## src/rtl/shear_sequencer_if.sv

```systemverilog
// Bundles the shear sequencer's control, source-read and destination-write signals.
// master = sequencer side, slave = surrounding loader/writer/environment side.
interface shear_sequencer_if #(
    parameter int SRC_AW = 18
) ();
    logic              start;
    logic [7:0]        shear_x;
    logic [7:0]        shear_y;
    logic              busy;
    logic              done;
    logic [9:0]        out_rows;
    logic [9:0]        out_cols;
    logic              src_rd_en;
    logic [SRC_AW-1:0] src_addr;
    logic [7:0]        src_rd_data;
    logic              wr_valid;
    logic              wr_ready;
    logic [19:0]       wr_addr;
    logic [7:0]        wr_data;

    modport master (
        input  start, shear_x, shear_y, src_rd_data, wr_ready,
        output busy, done, out_rows, out_cols, src_rd_en, src_addr,
               wr_valid, wr_addr, wr_data
    );

    modport slave (
        output start, shear_x, shear_y, src_rd_data, wr_ready,
        input  busy, done, out_rows, out_cols, src_rd_en, src_addr,
               wr_valid, wr_addr, wr_data
    );
endinterface

```

## src/rtl/shear_sequencer.sv

```systemverilog
// Image shear pass: zero-fill destination, then copy each source pixel to its sheared coordinate.
// 1 cycle per clear address, 2 cycles per pixel; a stalled write holds address/data until wr_ready.
module shear_sequencer #(
    parameter int ROWS   = 242,
    parameter int COLS   = 247,
    parameter int FRAC   = 8,
    parameter int SRC_AW = 18
) (
    input  logic              clk,
    input  logic              rst_n,
    shear_sequencer_if.master bus
);
    localparam int         ACCW   = 18;
    localparam logic [9:0] LAST_I = 10'(ROWS - 1);
    localparam logic [9:0] LAST_J = 10'(COLS - 1);

    typedef enum logic [2:0] {IDLE, CLEAR, RD, WR, FIN} state_t;

    state_t            state_q, state_d;
    logic [7:0]        sx_q, sx_d, sy_q, sy_d;
    logic [9:0]        out_rows_q, out_rows_d, out_cols_q, out_cols_d;
    logic [9:0]        cr_q, cr_d, cc_q, cc_d;
    logic [9:0]        i_q, i_d, j_q, j_d;
    logic [ACCW-1:0]   ox_acc_q, ox_acc_d, oy_acc_q, oy_acc_d;
    logic [SRC_AW-1:0] src_addr_q, src_addr_d;
    logic [7:0]        pix_q, pix_d;
    logic              rd_dly_q, rd_dly_d;

    logic [19:0]       ext_r, ext_c;
    logic [10:0]       dst_row, dst_col;
    logic              in_bounds;

    logic              busy, done, rd_en, wr_vld;
    logic [19:0]       wr_adr;
    logic [7:0]        wr_dat;

    // Output size is multiplied once per pass; per-pixel offsets come from accumulators.
    assign ext_r     = 20'(COLS) * 20'(bus.shear_y);
    assign ext_c     = 20'(ROWS) * 20'(bus.shear_x);
    assign dst_row   = 11'(i_q) + 11'(oy_acc_q >> FRAC);
    assign dst_col   = 11'(j_q) + 11'(ox_acc_q >> FRAC);
    assign in_bounds = (dst_row < {1'b0, out_rows_q}) && (dst_col < {1'b0, out_cols_q});

    always_comb begin
        state_d    = state_q;
        sx_d       = sx_q;
        sy_d       = sy_q;
        out_rows_d = out_rows_q;
        out_cols_d = out_cols_q;
        cr_d       = cr_q;
        cc_d       = cc_q;
        i_d        = i_q;
        j_d        = j_q;
        ox_acc_d   = ox_acc_q;
        oy_acc_d   = oy_acc_q;
        src_addr_d = src_addr_q;
        rd_dly_d   = (state_q == RD);
        // Read data is only valid the cycle after RD; keep a copy for stalled writes.
        pix_d      = rd_dly_q ? bus.src_rd_data : pix_q;
        busy       = 1'b0;
        done       = 1'b0;
        rd_en      = 1'b0;
        wr_vld     = 1'b0;
        wr_adr     = '0;
        wr_dat     = '0;

        case (state_q)
            IDLE: begin
                if (bus.start) begin
                    state_d    = CLEAR;
                    sx_d       = bus.shear_x;
                    sy_d       = bus.shear_y;
                    out_rows_d = 10'(ROWS) + 10'(ext_r >> FRAC);
                    out_cols_d = 10'(COLS) + 10'(ext_c >> FRAC);
                    cr_d       = '0;
                    cc_d       = '0;
                    i_d        = '0;
                    j_d        = '0;
                    ox_acc_d   = '0;
                    oy_acc_d   = '0;
                    src_addr_d = '0;
                end
            end
            CLEAR: begin
                busy   = 1'b1;
                wr_vld = 1'b1;
                wr_adr = {cr_q, cc_q};
                if (bus.wr_ready) begin
                    if (cc_q == out_cols_q - 10'd1) begin
                        cc_d = '0;
                        if (cr_q == out_rows_q - 10'd1) begin
                            cr_d    = '0;
                            state_d = RD;
                        end else begin
                            cr_d = cr_q + 10'd1;
                        end
                    end else begin
                        cc_d = cc_q + 10'd1;
                    end
                end
            end
            RD: begin
                busy    = 1'b1;
                rd_en   = 1'b1;
                state_d = WR;
            end
            WR: begin
                busy   = 1'b1;
                wr_vld = in_bounds;
                wr_adr = {dst_row[9:0], dst_col[9:0]};
                wr_dat = rd_dly_q ? bus.src_rd_data : pix_q;
                // Out-of-frame targets are skipped without a handshake.
                if (bus.wr_ready || !in_bounds) begin
                    src_addr_d = src_addr_q + 1'b1;
                    state_d    = RD;
                    if (j_q == LAST_J) begin
                        j_d      = '0;
                        oy_acc_d = '0;
                        ox_acc_d = ox_acc_q + ACCW'(sx_q);
                        if (i_q == LAST_I) begin
                            state_d = FIN;
                        end else begin
                            i_d = i_q + 10'd1;
                        end
                    end else begin
                        j_d      = j_q + 10'd1;
                        oy_acc_d = oy_acc_q + ACCW'(sy_q);
                    end
                end
            end
            FIN: begin
                done       = 1'b1;
                src_addr_d = '0;
                state_d    = IDLE;
            end
            default: state_d = IDLE;
        endcase
    end

    always_ff @(posedge clk or negedge rst_n) begin
        if (!rst_n) begin
            state_q    <= IDLE;
            sx_q       <= '0;
            sy_q       <= '0;
            out_rows_q <= '0;
            out_cols_q <= '0;
            cr_q       <= '0;
            cc_q       <= '0;
            i_q        <= '0;
            j_q        <= '0;
            ox_acc_q   <= '0;
            oy_acc_q   <= '0;
            src_addr_q <= '0;
            pix_q      <= '0;
            rd_dly_q   <= 1'b0;
        end else begin
            state_q    <= state_d;
            sx_q       <= sx_d;
            sy_q       <= sy_d;
            out_rows_q <= out_rows_d;
            out_cols_q <= out_cols_d;
            cr_q       <= cr_d;
            cc_q       <= cc_d;
            i_q        <= i_d;
            j_q        <= j_d;
            ox_acc_q   <= ox_acc_d;
            oy_acc_q   <= oy_acc_d;
            src_addr_q <= src_addr_d;
            pix_q      <= pix_d;
            rd_dly_q   <= rd_dly_d;
        end
    end

    assign bus.busy      = busy;
    assign bus.done      = done;
    assign bus.out_rows  = out_rows_q;
    assign bus.out_cols  = out_cols_q;
    assign bus.src_rd_en = rd_en;
    assign bus.src_addr  = src_addr_q;
    assign bus.wr_valid  = wr_vld;
    assign bus.wr_addr   = wr_adr;
    assign bus.wr_data   = wr_dat;
endmodule
```

## src/flat_wrapper.sv

```systemverilog
// flat-port wrapper written by rule: the top's interface ports become plain ports
module shear_sequencer_flat 
#(
    parameter int ROWS   = 242,
    parameter int COLS   = 247,
    parameter int FRAC   = 8,
    parameter int SRC_AW = 18
)
  (clk, rst_n, bus_start, bus_shear_x, bus_shear_y, bus_src_rd_data, bus_wr_ready, bus_busy, bus_done, bus_out_rows, bus_out_cols, bus_src_rd_en, bus_src_addr, bus_wr_valid, bus_wr_addr, bus_wr_data);
  shear_sequencer_if #(.SRC_AW(SRC_AW)) bus_i ();
  input  logic clk;
  input  logic rst_n;
  input wire logic [$bits(bus_i.start)-1:0] bus_start;
  input wire logic [$bits(bus_i.shear_x)-1:0] bus_shear_x;
  input wire logic [$bits(bus_i.shear_y)-1:0] bus_shear_y;
  input wire logic [$bits(bus_i.src_rd_data)-1:0] bus_src_rd_data;
  input wire logic [$bits(bus_i.wr_ready)-1:0] bus_wr_ready;
  output wire logic [$bits(bus_i.busy)-1:0] bus_busy;
  output wire logic [$bits(bus_i.done)-1:0] bus_done;
  output wire logic [$bits(bus_i.out_rows)-1:0] bus_out_rows;
  output wire logic [$bits(bus_i.out_cols)-1:0] bus_out_cols;
  output wire logic [$bits(bus_i.src_rd_en)-1:0] bus_src_rd_en;
  output wire logic [$bits(bus_i.src_addr)-1:0] bus_src_addr;
  output wire logic [$bits(bus_i.wr_valid)-1:0] bus_wr_valid;
  output wire logic [$bits(bus_i.wr_addr)-1:0] bus_wr_addr;
  output wire logic [$bits(bus_i.wr_data)-1:0] bus_wr_data;
  assign bus_i.start = bus_start;
  assign bus_i.shear_x = bus_shear_x;
  assign bus_i.shear_y = bus_shear_y;
  assign bus_i.src_rd_data = bus_src_rd_data;
  assign bus_i.wr_ready = bus_wr_ready;
  assign bus_busy = bus_i.busy;
  assign bus_done = bus_i.done;
  assign bus_out_rows = bus_i.out_rows;
  assign bus_out_cols = bus_i.out_cols;
  assign bus_src_rd_en = bus_i.src_rd_en;
  assign bus_src_addr = bus_i.src_addr;
  assign bus_wr_valid = bus_i.wr_valid;
  assign bus_wr_addr = bus_i.wr_addr;
  assign bus_wr_data = bus_i.wr_data;
  shear_sequencer #(.ROWS(ROWS), .COLS(COLS), .FRAC(FRAC), .SRC_AW(SRC_AW)) u_core (.clk(clk), .rst_n(rst_n), .bus(bus_i));
endmodule
```

## config.mk

```make
export PLATFORM = sky130hd
export DESIGN_NAME = shear_sequencer_flat
export DESIGN_NICKNAME = d
export VERILOG_FILES = /design/src/rtl/shear_sequencer_if.sv /design/src/rtl/shear_sequencer.sv /design/src/flat_wrapper.sv
export SDC_FILE = /design/constraint.sdc
export NUM_CORES = 1
export LEC_CHECK = 0
export BUFFER_PORTS_ARGS = -buffer_cell sky130_fd_sc_hd__buf_2
export CAP_MARGIN = 30
export CORE_UTILIZATION = 40
export CTS_CLUSTER_DIAMETER = 50
export DETAILED_ROUTE_END_ITERATION = 16
export PLACE_DENSITY = 0.63
export SLEW_MARGIN = 20
export SYNTH_ARGS = -nofsm -noshare
export SYNTH_HDL_FRONTEND = slang
export SYNTH_SLANG_ARGS = --single-unit
```

## constraint.sdc

```tcl
create_clock -name clk -period 4.9 [get_ports clk]
set_input_delay 1.47 -clock clk [delete_from_list [all_inputs] [get_ports clk]]
set_output_delay 1.47 -clock clk [all_outputs]
set_load 0.01 [all_outputs]
```

==> results of run 1 <==
-- power by group through the flow --
stage / sequential, mW / combinational (mW) / clock, mW
5_1_grt: 1.57 / 5.08 / 1.42
2_1_floorplan: 1.50 / 2.43 / 0
3_5_place_dp: 1.56 / 3.87 / 0
4_1_cts: 1.54 / 4.15 / 1.36
3_3_place_gp: 1.55 / 3.78 / 0
6_report: 1.55 / 4.63 / 1.34
-- cell families after synthesis --
family,share of synthesized area (%)
and+or+nand+nor,19.0
adders and majority gates,20.2
buffers and inverters,5.98
xor gates and xnor gates,5.50
AOI/OAI and AO/OA,19.8
DFF,28.6
other,0.0306
muxes,0.979
-- layout by cell type, fill, tap and decap left out, drive strengths merged, types with 5 or more instances in the layout --
master     n
o211ai    11
or2        7
nor3      36
xor2      31
fa        41
clkinv     7
a211oi     7
nand2b     8
dfrtp    140
a2111oi    5
nor2      91
o31ai     43
nand3b     6
o21ai    112
buf      283
and3      33
or3       13
xnor2     46
a21o      27
or4        7
clkbuf    18
mux2       8
nand4     17
a31oi     16
o21a       5
o2bb2ai    6
nand3     63
nor4      17
a22o      29
ha       132
and2      18
nand2    113
inv      130
nor2b     16
a21oi     47
o22ai      5
-- repair_timing --
action,CTS,global route
gates resized for setup,43,65
setup buffers,4,11
pin swaps,33,52
endpoints found under the setup margin,22,58
-- flip-flops by register name (all words and copies together) (netlist names), 3 cells and up --
signal / flops
u_core.state_q: 3
u_core.bus.out_cols: 9
u_core.ox_acc_q: 18
u_core.pix_q: 8
u_core.bus.src_addr: 18
u_core.sx_q: 8
u_core.cc_q: 10
u_core.cr_q: 10
u_core.j_q: 10
u_core.bus.out_rows: 9
u_core.sy_q: 8
u_core.i_q: 10
u_core.oy_acc_q: 18
-- cell usage after synthesis, types with 6 or more instances --
library cell and n:
o21ai_0 110, and3_1 33, nor3_1 35, clkbuf_1 49, nand2_1 113, a31oi_1 16
or3_1 12, nand3b_1 6, ha_1 132, nand2b_1 8, xor2_1 31, dfrtp_1 140
a21o_1 27, fa_1 41, a22o_1 29, nor2_1 91, nor4_1 15, nand3_1 63
nor2b_1 16, o31ai_1 43, a21oi_1 47, inv_1 129, a211oi_1 7, o2bb2ai_1 6
and2_1 17, or4_1 6, xnor2_1 46, nand4_1 17, mux2_2 8, o211ai_1 11
or2_2 7
-- stage by stage --
stage / TNS, ns / hold slack, ns
2_1_floorplan: -2.46 / 0.450
3_3_place_gp: -7.60 / 0.471
3_5_place_dp: -9.01 / 0.471
4_1_cts: -1.51 / 0.490
5_1_grt: -3.41 / 0.504
6_report: -1.58 / 0.487
-- critical path, cell delays in order (launching register included) --
cell      delay (ns)
dfrtp_1         0.36
ha_2            0.19
inv_2           0.04
fa_2            0.38
nor2b_2         0.13
o21ai_2         0.09
a21boi_2        0.17
o21ai_2         0.09
a21boi_2        0.18
o21ai_2         0.11
a21boi_2        0.19
nor2_2          0.07
ha_1            0.29
nand4_1         0.11
nor2_2          0.07
a222oi_1        0.41
buf_4           0.19
o211ai_1        0.11
or4_4           0.45
a21oi_2         0.15
buf_2           0.14
-- layer usage --
layer / track usage [%] / vias up / wire [µm]
met2: 37.8 / 278 / 16700
li1: - / 5565 / -
met4: 7.79 / 0 / 886
met5: 0 / - / 0
met3: 2.45 / 57 / 1310
met1: 30.4 / 5540 / 16100
-- layout make-up --
type                    instances  area [µm²]  area share (%)
multi-input cells            1087        8610            54.9
flip-flops and latches        140        3500            22.3
repair buffers                283        2000            12.7
inverters                     129         489            3.12
well taps                     390         488            3.11
clock buffers                  18         429            2.74
clock inverters                14         171            1.09
-- worst max path at each step --
stage,cells past startpoint,to,startpoint,slack (ns)
final,20,bus_wr_valid,u_core.j_q[0],-0.93
after CTS,20,bus_wr_valid,u_core.ox_acc_q[8],-0.96
after global routing,20,bus_wr_valid,u_core.j_q[0],-1.13
after global placement,20,bus_wr_valid,u_core.ox_acc_q[8],-0.61
after detailed placement,20,bus_wr_valid,u_core.ox_acc_q[8],-0.69
after floorplan,18,u_core.bus.out_cols[8],bus_shear_x[2],-0.29
==> results.py, run 1 <==
metrics = {
    "timing": {
        "maxSlewHeadroom_pct": 32.2,
        "hold_viol": 0,
        "finClkSkew_ns": 0.0135,
        "worst_slack_ns": -0.931,
        "setup_viol": 9,
        "slew_viol_final": 0,
        "rsz0062_at_grt": "true",
        "period_needed_ns": 5.83,
        "clock.fmax_mhz": 172,
        "worst_pin_slew_ns": 1.01,
        "post-route-period-util_pct": 119,
    },
    "critical_path": {
        "timing.rr.end": "u_core.bus.src_addr[6]",
        "startpoint_type": "flip-flop",
        "crit_arrival_ns": 4.36,
        "reg2reg_slack_ns": 0.17,
        "cp-end-kind": "output pin",
        "r2r_cells": 23,
        "cp_max_fo": 2,
        "regToRegStartpoint": "u_core.j_q[0]",
        "cp.required_ns": 3.43,
        "setup.worst_path.class": "flip-flop to output pin",
    },
    "hold_path": {
        "worstHoldStart": "u_core.bus.src_addr[17]",
        "hold_depth": 1,
        "hold_path_class": "flip-flop to flip-flop",
        "hold_end": "u_core.bus.src_addr[17]",
    },
    "pwr": {
        "combinationalPowerShare_pct": 61.6,
        "power_density_mw_per_mm2": 480,
        "p_switching_mw": 3.05,
        "report.power.total_mw": 7.52,
        "switching_share_pct": 40.6,
        "p_leak_nw": 7.60,
        "power.internal_mw": 4.47,
        "clkPwrFrac_pct": 17.8,
        "peakVddDrop_uv": 350,
        "pwr-share-seq_pct": 20.6,
    },
    "clock_network": {
        "cts.htree.levels": 4,
        "clkTransAtPathRegs_ns": 0.06,
        "cts_tree": "done",
        "clkLatencyLatePin_ns": 0.43,
        "clock_path_buffers": 2,
        "ctsHoldBuffers": 0,
        "clock-root-buffer": "clkbuf_16",
        "numCtsBuffers": 17,
        "cts_sinks": 140,
    },
    "synth": {
        "ys_seq_elements": 140,
        "yosysTopAreaCell": "dfrtp_1",
        "synth_cells": 1416,
        "yosysUniqueCellTypes": 75,
        "synth_area_mm2": 0.0123,
        "synth.avg_cell_area_um2": 8.66,
        "ys_top_cells_by_area": "dfrtp_1 29%, ha_1 13%, fa_1 6.7%",
        "synth_edf_count": 0,
        "synth-async-reset-ratio_pct": 100,
        "ys.flop_type": "dfrtp_1",
        "synth_top_area_share_pct": 28.6,
        "ys_seq_area_share_pct": 28.6,
        "ys_warn_count": 0,
    },
    "global_route": {
        "track_usage_pct": 22.7,
        "grt_pass1_vias": 11200,
        "grt_max_degree": 83,
        "antenna_found_initial": 0,
        "overflow": 0,
        "grt_first_pass_wirelength_mm": 56.8,
    },
    "floorplanning": {
        "core-area_mm2": 0.0299,
        "initial_core_util_pct": 41.1,
        "die_width_um": 177,
        "rows": 63,
        "dieArea_mm2": 0.0314,
        "io_pins": 98,
        "die_h_um": 177,
    },
    "drt": {
        "dr.pass1.iters": 6,
        "dr_total_vias": 11400,
        "drc": 0,
        "viasPerCell": 5.55,
        "drtIter0Drc": 730,
        "wl_per_cell_um": 17.0,
        "ant_nets": 0,
        "wl_mm": 35.0,
    },
    "status": {
        "violations": "negative setup slack",
        "status": "finished, violations left",
    },
    "placed_design": {
        "place_hpwl_mm": 26.3,
        "port-buffer-count": 95,
        "routabilityCongestion": 0.856,
        "place_area_mm2": 0.0145,
        "dp.cells": 2017,
        "post-place-ws_ns": -0.690,
    },
    "layout": {
        "synthToLayoutAreaGrowth_pct": 27.8,
        "fin_util_pct": 52.5,
        "antennaDiodeCount": 0,
        "instances_no_fill": 2061,
        "drive_gt1_share_pct": 26.2,
        "n_fill_cell": 2772,
        "fin_nets": 1859,
        "stdcell_area_mm2": 0.0157,
    },
    "job": {
        "drv_cap": 0,
    },
}
Power figures use the tool's default switching activity.
==> inputs of run 2 (changes only) <==
- CTS_BUF_LIST: unset -> sky130_fd_sc_hd__clkbuf_2
- PLACE_DENSITY: 0.63 -> unset
- clock period: 4.9 -> 6.2 ns (I/O delays scaled with it)
==> run 2 against run 1 <==
The flow still finishes with violations (negative setup slack). First-iteration DRC count grew 9.3%. Clock skew increased by 0.036 ns. Flip-flop and latch count stayed put. Combinational power shrank 44%. Core utilization down 5.1 points. Wire length down 0.81%. Count of clock-buffer cells in the layout shrank 1. Critical path type unchanged. Critical endpoint unchanged.
==> results.py, run 2 (synthesis gave the netlist of run 1 again) <==
metrics = {
    "clock_network": {
        "cts.htree.levels": 4,
        "cts_tree": "done",
        "ctsHoldBuffers": 0,
        "clock-root-buffer": "clkbuf_2",
        "numCtsBuffers": 17,
        "clkTransAtPathRegs_ns": 0.29,
        "clkLatencyLatePin_ns": 0.77,
        "clock_path_buffers": 2,
        "cts_sinks": 140,
    },
    "placed_design": {
        "port-buffer-count": 95,
        "routabilityCongestion": 0.898,
        "place_hpwl_mm": 24.7,
        "post-place-ws_ns": -0.127,
        "place_area_mm2": 0.0133,
    },
    "global_route": {
        "antenna_found_initial": 1,
        "grtUsageMet2_pct": 36.8,
        "track_usage_pct": 21.8,
        "top_usage_layer": "met2",
        "overflow": 0,
        "gr-usage-met1_pct": 29.5,
        "grt_pass1_vias": 10400,
        "globalRouteMet3Util_pct": 2.96,
        "grt_max_degree": 76,
        "grt_first_pass_wirelength_mm": 54.7,
    },
    "layout": {
        "stdcell_area_mm2": 0.0142,
        "drive_gt1_share_pct": 17.4,
        "layout_commonest_cell": "dfrtp_1",
        "n_fill_cell": 2925,
        "multiInputGateArea_mm2": 0.00822,
        "fin_util_pct": 47.4,
        "synthToLayoutAreaGrowth_pct": 15.5,
        "seq_area_mm2": 0.00351,
        "fin_nets": 1759,
        "final_cell_mix": "136 x dfrtp_1, 129 x ha_1, 128 x inv_1, 113 x nand2_1, 105 x o21ai_0",
    },
    "timing": {
        "clock.fmax_mhz": 153,
        "post-route-period-util_pct": 106,
        "setup_viol": 1,
        "hold_slack_ns": 0.508,
        "finClkSkew_ns": 0.0493,
        "maxSlewHeadroom_pct": 37.8,
        "hold_viol": 0,
        "worst_pin_slew_ns": 0.925,
        "period_needed_ns": 6.55,
        "slew_viol_final": 0,
        "rsz0062_at_grt": "true",
        "worst_slack_ns": -0.346,
    },
    "critical_path": {
        "setup.worst_path.class": "flip-flop to output pin",
        "critPathLaunch": "u_core.j_q[0]",
        "regToRegStartpoint": "u_core.j_q[0]",
        "timing.rr.end": "u_core.oy_acc_q[11]",
        "startpoint_type": "flip-flop",
        "reg2reg_slack_ns": 0.07,
        "cp-end-kind": "output pin",
        "r2r_cells": 34,
        "cp_max_fo": 3,
        "crit_arrival_ns": 4.69,
        "crit_path_end": "bus_wr_valid",
        "cp.required_ns": 4.34,
    },
    "pwr": {
        "power.internal_mw": 2.39,
        "p_leak_nw": 6.87,
        "power_density_mw_per_mm2": 312,
        "clkPwrFrac_pct": 12.6,
        "switching_share_pct": 45.9,
        "pwr-share-seq_pct": 28.5,
        "p_switching_mw": 2.03,
        "combinationalPowerShare_pct": 58.8,
        "peakVddDrop_uv": 221,
    },
    "floorplanning": {
        "core-area_mm2": 0.0299,
        "rows": 63,
        "die_width_um": 177,
        "initial_core_util_pct": 41.1,
        "die_h_um": 177,
        "io_pins": 98,
        "dieArea_mm2": 0.0314,
    },
    "drt": {
        "viasPerCell": 5.65,
        "dr.pass1.iters": 5,
        "drc": 0,
        "ant_nets": 0,
        "drtIter0Drc": 798,
        "wl_mm": 34.7,
        "dr_total_vias": 11100,
        "wl_per_cell_um": 17.7,
    },
    "status": {
        "status": "finished, violations left",
        "violations": "negative setup slack",
    },
    "job": {
        "drv_cap": 0,
    },
    "hold_path": {
        "hold_path_class": "flip-flop to flip-flop",
    },
}
## run 2: per-stage QoR
stage                     power (mW)  setup TNS [ns]  std cells
after global routing            4.84           -2.10       1962
after floorplan                 2.93               0       1417
after detailed placement        3.70          -0.374       1879
final                           4.43          -0.346       1962
after global placement          3.65          -0.181       1879
after CTS                       4.38          -0.302       1931
## run 2: repair_timing
action / CTS / global route
setup endpoints to repair: 1 / 75
buffers inserted: 20 / 22
gates resized for setup: 22 / 28
pin swaps: 6 / 13
cloned: 0 / 7
## run 2: worst min path at each step
| stage | startpoint | endpoint | slack [ns] | cells past startpoint |
|---|---|---|---|---|
| floorplan | u_core.sx_q[0] | u_core.sx_q[0] | 0.45 | 2 |
| global placement | u_core.sy_q[3] | u_core.sy_q[3] | 0.47 | 2 |
| detailed placement | u_core.sy_q[3] | u_core.sy_q[3] | 0.47 | 2 |
| CTS | u_core.bus.src_addr[17] | u_core.bus.src_addr[17] | 0.51 | 1 |
| global route | u_core.bus.src_addr[17] | u_core.bus.src_addr[17] | 0.51 | 1 |
| finish | u_core.bus.src_addr[17] | u_core.bus.src_addr[17] | 0.51 | 1 |
## run 2: worst max-delay path, stage by stage (launching register included)
cell	delay, ns
dfrtp_1	0.49
ha_4	0.16
inv_2	0.04
fa_2	0.35
nor2b_2	0.13
o21ai_2	0.07
a21boi_2	0.18
o21ai_2	0.10
a21boi_2	0.17
o21ai_2	0.08
nor3b_4	0.17
nor2_2	0.19
ha_4	0.24
nand4_1	0.11
nor2_1	0.07
a222oi_1	0.38
o211ai_1	0.21
or4_4	0.49
a21oi_2	0.14
buf_2	0.15
## run 2: power groups by stage
stage | Clock [mW] | Sequential (mW) | Combinational, mW
after floorplan | 0 | 1.19 | 1.74
after global placement | 0 | 1.27 | 2.38
after detailed placement | 0 | 1.27 | 2.43
after CTS | 0.580 | 1.26 | 2.55
after global routing | 0.616 | 1.28 | 2.95
final | 0.560 | 1.26 | 2.60
## run 2: area by class of cell
| type | count | area share, % |
|---|---|---|
| multi-input combinational | 1089 | 58.0 |
| sequential | 140 | 24.8 |
| timing repair buffer | 181 | 8.73 |
| tap | 390 | 3.44 |
| inverter | 129 | 3.42 |
| clock inverter | 15 | 1.03 |
| clock buffer | 17 | 0.600 |
| antenna | 1 | 0.0177 |
## run 2: metal layers
layer | vias to the layer above | wire, µm
met5 | - | 0
met4 | 0 | 612
met3 | 42 | 1570
met2 | 294 | 16600
met1 | 5369 | 15900
li1 | 5372 | -
==> inputs of run 3 (changes only) <==
- CELL_PAD_IN_SITES_DETAIL_PLACEMENT: unset -> 2
- CELL_PAD_IN_SITES_GLOBAL_PLACEMENT: unset -> 2
- CORE_ASPECT_RATIO: unset -> 0.5
- CORE_UTILIZATION: 40 -> 39
- PLACE_DENSITY_LB_ADDON: unset -> 0.1
- REMOVE_ABC_BUFFERS: unset -> 1
==> run 3 against run 2 <==
The run still ends with negative setup slack left. Design area shrank 2.2%. Final cell count up 0.66%. Clock power rose by 4.6%. Non-clock buffer count shrank 19. Die area grew 2.7%. Register-to-register slack gained 0.73 ns. Hold slack improved by 0.0065 ns. Via count increased by 3.4%. Critical endpoint unchanged. Core utilization down 2.2 points. Count of clock-buffer cells in the layout up 1. Wire length is 23% higher.
==> results.py, run 3 (synthesis gave the netlist of run 1 again) <==
metrics = {
    "timing": {
        "post-route-period-util_pct": 108,
        "clock.fmax_mhz": 150,
        "hold_viol": 0,
        "slew_viol_final": 0,
        "tns_ns": -0.471,
        "period_needed_ns": 6.67,
        "worst_slack_ns": -0.471,
        "rsz0062_at_grt": "true",
        "worst_pin_slew_ns": 1.02,
        "maxSlewHeadroom_pct": 31.4,
        "setup_viol": 1,
        "finClkSkew_ns": 0.0579,
        "hold_slack_ns": 0.515,
    },
    "layout": {
        "drive_gt1_share_pct": 15.4,
        "fin_nets": 1738,
        "multiInputGateArea_mm2": 0.00809,
        "seq_area_mm2": 0.00351,
        "layout_commonest_cell": "dfrtp_1",
        "synthToLayoutAreaGrowth_pct": 12.9,
        "n_fill_cell": 3487,
        "final_cell_mix": "136 x dfrtp_1, 131 x ha_1, 128 x inv_1, 113 x nand2_1, 107 x o21ai_0",
    },
    "global_route": {
        "track_usage_pct": 27.4,
        "grt_max_degree": 60,
        "overflow": 0,
        "grt_first_pass_wirelength_mm": 69.1,
        "antenna_found_initial": 2,
        "grt_pass1_vias": 12600,
    },
    "pwr": {
        "pwr-share-seq_pct": 27.6,
        "power.internal_mw": 2.41,
        "switching_share_pct": 46.8,
        "clkPwrFrac_pct": 13.0,
        "p_switching_mw": 2.12,
        "peakVddDrop_uv": 268,
        "p_leak_nw": 6.71,
        "power_density_mw_per_mm2": 327,
        "combinationalPowerShare_pct": 59.5,
    },
    "critical_path": {
        "critPathBufInv": 2,
        "max_stage_delay_ns": 0.45,
        "critPathTopFamily": "compound AO/OA/AOI/OAI gates",
        "timing.rr.end": "u_core.bus.src_addr[17]",
        "crit_arrival_ns": 4.81,
        "regToRegStartpoint": "u_core.ox_acc_q[9]",
        "cp-end-kind": "output pin",
        "startpoint_type": "flip-flop",
        "cp_slowest_cell": "dfrtp_1",
        "cp_common_cell": "a21oi_2",
        "setup.worst_path.class": "flip-flop to output pin",
        "cp_max_fo": 3,
        "cp.required_ns": 4.34,
        "r2r_cells": 21,
        "cp_cell_sequence": "buf_4 > ha_1 > a21o_1 > a21oi_2 > o21ai_0 > a21oi_2 > o21ai_0 > a21oi_2 > xnor2_1 > ha_1 > nand4_1 > nor2_2 > a222oi_1 > o211ai_1 > or4_1 > a21oi_2 > buf_2",
        "reg2reg_slack_ns": 0.80,
    },
    "clock_network": {
        "clkLatencyLatePin_ns": 0.87,
        "ctsHoldBuffers": 0,
        "clock_path_buffers": 2,
        "cts_tree": "done",
        "clkTransAtPathRegs_ns": 0.28,
        "numCtsBuffers": 17,
        "clock-root-buffer": "clkbuf_2",
        "cts_sinks": 140,
        "cts.htree.levels": 4,
    },
    "drt": {
        "drtIter0Drc": 527,
        "dr_total_vias": 11500,
        "dr.pass1.iters": 5,
        "drc": 0,
        "ant_nets": 0,
        "wl_mm": 42.7,
        "wl_per_cell_um": 21.6,
        "viasPerCell": 5.80,
    },
    "placed_design": {
        "routabilityCongestion": 0.878,
        "place_hpwl_mm": 33.5,
        "port-buffer-count": 95,
    },
    "floorplanning": {
        "rows": 45,
        "dieArea_mm2": 0.0322,
        "io_pins": 98,
        "initial_core_util_pct": 40.1,
        "die_width_um": 253,
        "core-area_mm2": 0.0306,
        "die_h_um": 127,
    },
    "job": {
        "drv_cap": 0,
    },
    "hold_path": {
        "hold_depth": 1,
        "hold_path_class": "flip-flop to flip-flop",
        "hold_end": "u_core.bus.src_addr[17]",
        "worstHoldStart": "u_core.bus.src_addr[17]",
    },
    "status": {
        "status": "finished, violations left",
        "violations": "negative setup slack",
    },
}
run 3: cell types whose count changed in the layout (fill, tap and decap cells not counted), sizes merged:
cell          delta
buf             -15
inv              -9
clkinv           +3
clkinvlp         +3
bufinv           +2
clkbuf           -2
or2              -2
diode            +1
dlymetal6s2s     -1
run 3: what timing repair did:
item,CTS,global route
hold endpoints to repair,0,0
pin swaps,10,1
setup buffers,8,2
endpoints found under the setup margin,1,1
gates resized for setup,19,2
run 3: per-stage QoR:
| step | cell area, µm² | cells | utilization [%] | worst slack (ns) | power [mW] |
|---|---|---|---|---|---|
| after CTS | 13800 | 1969 | 45.1 | -0.436 | 4.56 |
| after detailed placement | 13500 | 1929 | 44.0 | -0.386 | 3.94 |
| after floorplan | 12000 | 1356 | - | -0.997 | 2.91 |
| after global placement | 13500 | 1929 | 44.0 | -0.206 | 3.74 |
| final | 13900 | 1975 | 45.2 | -0.471 | 4.53 |
| after global routing | 13900 | 1975 | 45.2 | -0.744 | 4.90 |
run 3: power by group through the flow:
stage | clock network, mW | registers (mW) | logic [mW]
global placement | 0 | 1.25 | 2.49
finish | 0.586 | 1.25 | 2.69
CTS | 0.602 | 1.25 | 2.71
global route | 0.631 | 1.27 | 2.99
detailed placement | 0 | 1.26 | 2.67
floorplan | 0 | 1.21 | 1.71
run 3: worst max-delay path by stage:
stage	from	end	slack, ns	cells past startpoint
5_1_grt	u_core.j_q[0]	bus_wr_valid	-0.74	19
3_5_place_dp	bus_shear_y[5]	u_core.bus.out_rows[7]	-0.39	20
4_1_cts	u_core.j_q[0]	bus_wr_valid	-0.44	19
6_report	u_core.ox_acc_q[9]	bus_wr_valid	-0.47	17
2_1_floorplan	u_core.ox_acc_q[8]	u_core.j_q[1]	-1.0	19
3_3_place_gp	bus_shear_y[5]	u_core.bus.out_rows[7]	-0.21	20
run 3: layout make-up:
cell class                      count  share of cell area [%]
Multi-Input combinational cell   1087                    58.4
Clock buffer                       18                   0.650
Clock inverter                     14                    1.07
Sequential cell                   140                    25.3
Tap cell                          423                    3.82
Antenna cell                        2                  0.0361
Timing Repair Buffer              162                    7.20
Inverter                          129                    3.49
run 3: per-layer routing:
metal	global-route usage, %	share of wire (%)	vias up
met4	9.66	2.6	0
met2	46.3	48	159
li1	-	-	5310
met1	36.4	47	5919
met5	0	0	-
met3	3.42	2.5	62
run 3: worst reg2reg max path, cell delays in order, from the launching register on:
cell and delay (ns):
dfrtp_1 0.45, buf_4 0.16, ha_1 0.28, a21o_1 0.17
a21oi_2 0.19, o21ai_0 0.12, a21oi_2 0.19, o21ai_0 0.15
a21oi_2 0.23, xnor2_1 0.16, ha_1 0.28, nand4_1 0.14
nor2_2 0.06, a222oi_1 0.37, o211ai_1 0.20, buf_4 0.18
buf_4 0.12, buf_4 0.13, or4_1 0.90, buf_4 0.38
nand2_1 0.25, o31ai_1 0.13
